File: config.mk
export PLATFORM = sky130hd
export DESIGN_NAME = pj_mem_resp
export DESIGN_NICKNAME = d
export VERILOG_FILES = /design/src/rtl/pj_mem_resp.sv
export SDC_FILE = /design/constraint.sdc
export NUM_CORES = 1
export LEC_CHECK = 0
export ABC_AREA = 0
export CAP_MARGIN = 20
export CORE_MARGIN = 2
export CORE_UTILIZATION = 33
export CTS_BUF_LIST = sky130_fd_sc_hd__clkbuf_16
export CTS_CLUSTER_DIAMETER = 150
export CTS_CLUSTER_SIZE = 10
export DETAILED_ROUTE_END_ITERATION = 12
export GPL_TIMING_DRIVEN = 0
export PLACE_DENSITY_LB_ADDON = 0.15
export SLEW_MARGIN = 5
export SYNTH_ARGS = -nofsm -noshare
export SYNTH_HDL_FRONTEND = slang
export SYNTH_SLANG_ARGS = --single-unit
File: constraint.sdc
create_clock -name clk -period 3.8 [get_ports clk]
set_input_delay 0.76 -clock clk [delete_from_list [all_inputs] [get_ports clk]]
set_output_delay 0.76 -clock clk [all_outputs]
set_load 0.02 [all_outputs]
File: src/rtl/pj_mem_resp.sv
// pj_mem_resp: pj bus target that serves single or wrapping 4-beat line transfers
// from a synchronous SRAM-style store, with programmable first-beat and inter-beat wait states.
module pj_mem_resp #(
  parameter int MEM_AW     = 16,
  parameter int WAIT_FIRST = 2,
  parameter int WAIT_BEAT  = 0
) (
  input  logic              clk,
  input  logic              reset_l,
  input  logic              pj_tv,
  input  logic              pj_ale,
  input  logic [3:0]        pj_type,
  input  logic [1:0]        pj_size,
  input  logic [31:0]       pj_addr,
  input  logic [31:0]       pj_data_in,
  output logic [31:0]       pj_data_out,
  output logic [1:0]        pj_ack,
  input  logic              err_inj,
  output logic [MEM_AW-1:0] mem_addr,
  output logic              mem_re,
  input  logic [31:0]       mem_rdata,
  output logic              mem_we,
  output logic [3:0]        mem_be,
  output logic [31:0]       mem_wdata,
  output logic              busy
);
  typedef enum logic [1:0] {IDLE, WAIT, BEAT, GAP} state_t;
  state_t            state_q;
  logic [3:0]        wcnt_q;
  logic [1:0]        bcnt_q, size_q, boff_q;
  logic              single_q, write_q, err_q;
  logic [MEM_AW-1:0] waddr_q;
  logic              accept, err_d, last, beat, b2b, pre;
  logic [1:0]        nb, lo;

  assign accept = state_q == IDLE && pj_tv && !pj_ale;
  assign err_d  = (pj_addr >> (MEM_AW + 2)) != 32'd0
               || (pj_size == 2'b01 && pj_addr[0])
               || (pj_size[1] && pj_addr[1:0] != 2'b00)
               || (pj_type[1] && pj_size == 2'b11)
               || (!pj_type[1] && pj_addr[1:0] != 2'b00)
               || err_inj;
  assign last = single_q || bcnt_q == 2'd3;
  assign beat = state_q == BEAT;
  assign b2b  = beat && !last && !err_q && WAIT_BEAT == 0;
  // Reads are fetched one cycle ahead of their beat, so the address looks at the upcoming beat.
  assign pre  = ((state_q == WAIT || state_q == GAP) && wcnt_q == 4'd1) || b2b;
  assign nb   = (b2b && !write_q) ? bcnt_q + 2'd1 : bcnt_q;
  assign lo   = waddr_q[1:0] + nb;

  assign mem_addr    = {waddr_q[MEM_AW-1:2], lo};
  assign mem_re      = pre && !write_q && !err_q;
  assign mem_we      = beat && write_q && !err_q;
  assign mem_wdata   = pj_data_in;
  assign mem_be      = !mem_we ? 4'b0000 :
                       !single_q ? 4'b1111 :
                       size_q == 2'b00 ? 4'b1000 >> boff_q :
                       size_q == 2'b01 ? (boff_q[1] ? 4'b0011 : 4'b1100) : 4'b1111;
  assign pj_ack      = !beat ? 2'b00 : err_q ? 2'b10 : 2'b01;
  assign pj_data_out = (beat && !write_q && !err_q) ? mem_rdata : 32'd0;
  assign busy        = state_q != IDLE;

  always_ff @(posedge clk or negedge reset_l)
    if (!reset_l) begin
      state_q  <= IDLE;
      wcnt_q   <= 4'd0;
      bcnt_q   <= 2'd0;
      size_q   <= 2'd0;
      boff_q   <= 2'd0;
      single_q <= 1'b0;
      write_q  <= 1'b0;
      err_q    <= 1'b0;
      waddr_q  <= '0;
    end else
      case (state_q)
        IDLE: if (accept) begin
          state_q  <= WAIT;
          wcnt_q   <= 4'(WAIT_FIRST);
          bcnt_q   <= 2'd0;
          size_q   <= pj_size;
          boff_q   <= pj_addr[1:0];
          single_q <= pj_type[1];
          write_q  <= pj_type[0];
          err_q    <= err_d;
          waddr_q  <= pj_addr[MEM_AW+1:2];
        end
        WAIT, GAP: begin
          wcnt_q <= wcnt_q - 4'd1;
          if (wcnt_q == 4'd1) state_q <= BEAT;
        end
        BEAT: if (last || err_q) state_q <= IDLE;
        else begin
          bcnt_q  <= bcnt_q + 2'd1;
          wcnt_q  <= 4'(WAIT_BEAT);
          state_q <= WAIT_BEAT > 0 ? GAP : BEAT;
        end
        default: state_q <= IDLE;
      endcase
endmodule

==> results <==
- The run finished with clean final reports.
- The critical path starts at bcnt_q[0].
- After the first detailed-routing iteration, the DRC count stood at 27.
- The clock network latency to the later pin of the worst-skew pair is 0.27 ns.
- The total of fill cells in the finished design is 523.
- The top-level I/O count is 196.
- For the final database, setup skew stands at 0.00267 ns.
- Buffers placed on the I/O ports in this run total 161.
- STA classifies the critical path endpoint as an output pin.
- The total routed wirelength is 6240 µm.
- The post-detailed-route count of antenna-violating nets is 0.
- The highest achievable clock rate is 290 MHz.
- The fraction of the cycle the final worst path needs is 0.907.
- The netlist uses 36 different library cells.
- The area share of the largest cell type after synthesis is 0.371.
- The category of the critical setup timing path is register to output pin.
- By area the synthesized netlist is led by sky130_fd_sc_hd__dfrtp_1 37%, sky130_fd_sc_hd__buf_4 17%, sky130_fd_sc_hd__mux2_2 12%.
- The floorplan step defined a die boundary enclosing 0.00698 mm².
- The tightest min-delay check is of the register to register type.
- The congestion estimate from routability-driven global placement came to 0.783.
- The worst-case headroom to the max-slew limit is 0.529.
- The worst setup path is launched from a register.
- The number of remaining DRC errors is 0.
- The core area is 0.00603 mm².
- The worst IR drop on VDD is 0.425 mV.
- Clock-pin slew was measured on the worst setup and hold paths at 0.05 ns.
- In this run the worst path has a maximum fanout of 4.
- The netlist area before placement is 0.00209 mm².
- The total non-filler cell area in the finished layout is 0.00393 mm².
- The global-route usage over all layers is 0.181.
- After synthesis the netlist holds a flip-flop and latch count of 31.
- The sum of negative setup slack is 0 ns.
- The die is 83.6 µm wide.
- The worst hold path begins at waddr_q[8].
- The final number of max-transition violations is 0.
- The effective utilization at floorplan is 0.347.
- The net count after synthesis is 319.
- The cell area power density is 518 mW/mm².
- Detailed routing inserted a total of 2002 vias.
- The biggest area contributor in the post-synthesis netlist is sky130_fd_sc_hd__dfrtp_1.
- The maximum level of the CTS H-tree is 2.
- The initial antenna violation count is 0.
- The warning count from the yosys run is 0.
- From bottom edge to top edge, the die measures 83.6 µm.
- Compared with the post-synthesis result, the final layout area differs by 88.1%.
- The maximum number of pins on one net before global-route repair is 32.
- The sequential share of the synthesized area is 0.371.
- The wire length per cell is 13.8 µm.
- The average vias per placed instance is 4.43.
- The sum of overflow across all layers after global routing is 0.
- Setup repair after global routing left no endpoint under its margin.
- Dividing the synthesized area by the synthesized cell count gives 10.0 µm².
- Synthesis produced 208 cells.
- The proportion of layout cells with a drive suffix above 1 is 0.233.
- The startpoint identified for the worst register-to-register timing path is state_q[1].
- The required time of the critical path is 3.04 ns.
- STA puts the critical path data arrival time at 2.69 ns.
- The post-layout minimum cycle time is 3.45 ns.
- After clock tree synthesis, the setup repair step added 0 buffers.
- The post-layout total power is 2.04 mW.
- Summed over all cells, the static leakage comes to 1.71 nW.
- The number of core rows is 28.
- The clock tree root driver cell is sky130_fd_sc_hd__clkbuf_16.
- The via count of the first global-routing pass is 2196.
- Counting the buffers created by CTS gives 5.
- The TritonCTS clock tree is yes.
- In the final design database the tool counted 487 nets.
- The slew at the pin closest to its max-slew limit is 0.706 ns.
- Summing all placed instances gives a cell area of 0.00379 mm².
- The post-detailed-placement half-perimeter wirelength is 5160 µm.
- The clock passes through at most 2 buffers.
- The number of antenna diodes in the final layout is 0.
- The clock net in this run drives a total of 31 sinks.
- The final-report hold violation count is 0.
- The count of TritonRoute iterations in the first routing pass is 4.
- The count of endpoints failing setup in the final report is 0.
- The wire length of the first global-routing pass is 10400 µm.
- Across the run, the number of max-cap violations was 0.
state kept, by name, indices dropped and copies added, names as in the netlist:
register,flops
wcnt_q,4
write_q,1
err_q,1
single_q,1
size_q,2
waddr_q,16
state_q,2
bcnt_q,2
boff_q,2
repair_timing:
action | in CTS | in global routing
resized for setup | 0 | 1
hold buffers | 0 | 0
endpoints found under the setup margin | 0 | 1
stage by stage:
stage               utilization  setup WS (ns)  hold slack [ns]  cells
floorplan                     -          0.858            0.464    208
global placement          0.630          0.382            0.490    444
detailed placement        0.629          0.399            0.498    444
CTS                       0.652         0.0798            0.509    452
global route              0.652          0.255            0.524    452
finish                    0.652          0.353            0.504    452
worst max-delay path, stage by stage (launching register included):
cell	delay, ns
sky130_fd_sc_hd__dfrtp_1	0.42
sky130_fd_sc_hd__ha_1	0.24
sky130_fd_sc_hd__or3_4	0.35
sky130_fd_sc_hd__or3_4	0.39
sky130_fd_sc_hd__xnor2_1	0.14
sky130_fd_sc_hd__ha_1	0.27
sky130_fd_sc_hd__clkdlybuf4s50_1	0.60
path summary, 6_finish.rpt:
kind / endpoint / slack, ns / cells past startpoint
worst max-delay path: mem_addr[0] / 0.35 / 6
worst min-delay path: waddr_q[8] / 0.50 / 1
worst max register to register: waddr_q[14] / 2.00 / 5
worst min register to register: waddr_q[8] / 0.50 / 1
max in group asynchronous: bcnt_q[0] / 2.81 / 1
min in group asynchronous: waddr_q[13] / 0.54 / 1
area by class of cell:
type,instances,area (µm²),area share
tap,75,93.8,0.0239
timing repair buffer,161,1610,0.410
clock inverter,3,12.5,0.00318
inverter,7,26.3,0.00669
clock buffer,5,125,0.0318
sequential,31,776,0.197
buffer,53,389,0.0990
multi-input combinational,117,897,0.228
cell usage in the layout (no fill, tap or decap), types with 2 or more instances in the layout:
cell type                         Yosys  final
sky130_fd_sc_hd__nor2_1               2      2
sky130_fd_sc_hd__clkbuf_1             3      3
sky130_fd_sc_hd__o22ai_1              2      2
sky130_fd_sc_hd__nor4_1               3      3
sky130_fd_sc_hd__clkdlybuf4s50_1      0    159
sky130_fd_sc_hd__and2_1              32     32
sky130_fd_sc_hd__nor3_1               5      5
sky130_fd_sc_hd__ha_1                 4      4
sky130_fd_sc_hd__buf_4               46     46
sky130_fd_sc_hd__mux2_2              23     23
sky130_fd_sc_hd__nand2b_1             2      2
sky130_fd_sc_hd__o21ai_0              5      5
sky130_fd_sc_hd__nand2_1              6      6
sky130_fd_sc_hd__or3_4                2      2
sky130_fd_sc_hd__a21oi_1              6      6
sky130_fd_sc_hd__a22o_1               4      4
sky130_fd_sc_hd__clkbuf_16            0      5
sky130_fd_sc_hd__dfrtp_1             31     31
sky130_fd_sc_hd__o21bai_1             2      2
sky130_fd_sc_hd__inv_1                7      9
sky130_fd_sc_hd__xnor2_1              2      2
sky130_fd_sc_hd__buf_2                2      3
sky130_fd_sc_hd__buf_6                2      2
sky130_fd_sc_hd__xor2_1               3      3
cells by family after synthesis:
family / Yosys count / synth area share
buffers and inverters: 60 / 0.199
and+or+nand+nor: 59 / 0.174
DFF: 31 / 0.371
AOI/OAI and AO/OA: 25 / 0.0821
muxes: 24 / 0.129
xor gates and xnor gates: 5 / 0.0210
adders and majority gates: 4 / 0.0240
power by group:
part	total, mW	switching, mW	internal [mW]
registers	0.599	0.107	0.492
logic	1.07	0.440	0.629
clock network	0.368	0.132	0.236
total	2.04	0.679	1.36
routing by layer:
layer	part of all wire	global-route usage	up-vias	wire, µm
li1	-	-	984	-
met1	0.38	0.204	917	2340
met2	0.54	0.334	94	3340
met3	0.080	0.0574	7	500
met4	0.0087	0.0396	0	54
met5	0	0	-	0
cells in the mapped netlist:
library cell and instances:
sky130_fd_sc_hd__a21oi_1 6, sky130_fd_sc_hd__a22o_1 4, sky130_fd_sc_hd__a22o_2 1, sky130_fd_sc_hd__and2_1 32
sky130_fd_sc_hd__and3_2 1, sky130_fd_sc_hd__buf_2 2, sky130_fd_sc_hd__buf_4 46, sky130_fd_sc_hd__buf_6 2
sky130_fd_sc_hd__clkbuf_1 3, sky130_fd_sc_hd__dfrtp_1 31, sky130_fd_sc_hd__ha_1 4, sky130_fd_sc_hd__inv_1 7
sky130_fd_sc_hd__mux2_2 23, sky130_fd_sc_hd__mux2i_1 1, sky130_fd_sc_hd__nand2_1 6, sky130_fd_sc_hd__nand2b_1 2
sky130_fd_sc_hd__nand2b_2 1, sky130_fd_sc_hd__nand4_1 1, sky130_fd_sc_hd__nor2_1 2, sky130_fd_sc_hd__nor2_4 1
sky130_fd_sc_hd__nor2b_1 1, sky130_fd_sc_hd__nor3_1 5, sky130_fd_sc_hd__nor3b_1 1, sky130_fd_sc_hd__nor4_1 3
sky130_fd_sc_hd__o211a_1 1, sky130_fd_sc_hd__o211ai_1 1, sky130_fd_sc_hd__o21a_1 1, sky130_fd_sc_hd__o21ai_0 5
sky130_fd_sc_hd__o21bai_1 2, sky130_fd_sc_hd__o22a_2 1, sky130_fd_sc_hd__o22ai_1 2, sky130_fd_sc_hd__o2bb2ai_1 1
sky130_fd_sc_hd__or2_2 1, sky130_fd_sc_hd__or3_4 2, sky130_fd_sc_hd__xnor2_1 2, sky130_fd_sc_hd__xor2_1 3
(Power assumes the default switching activity.)
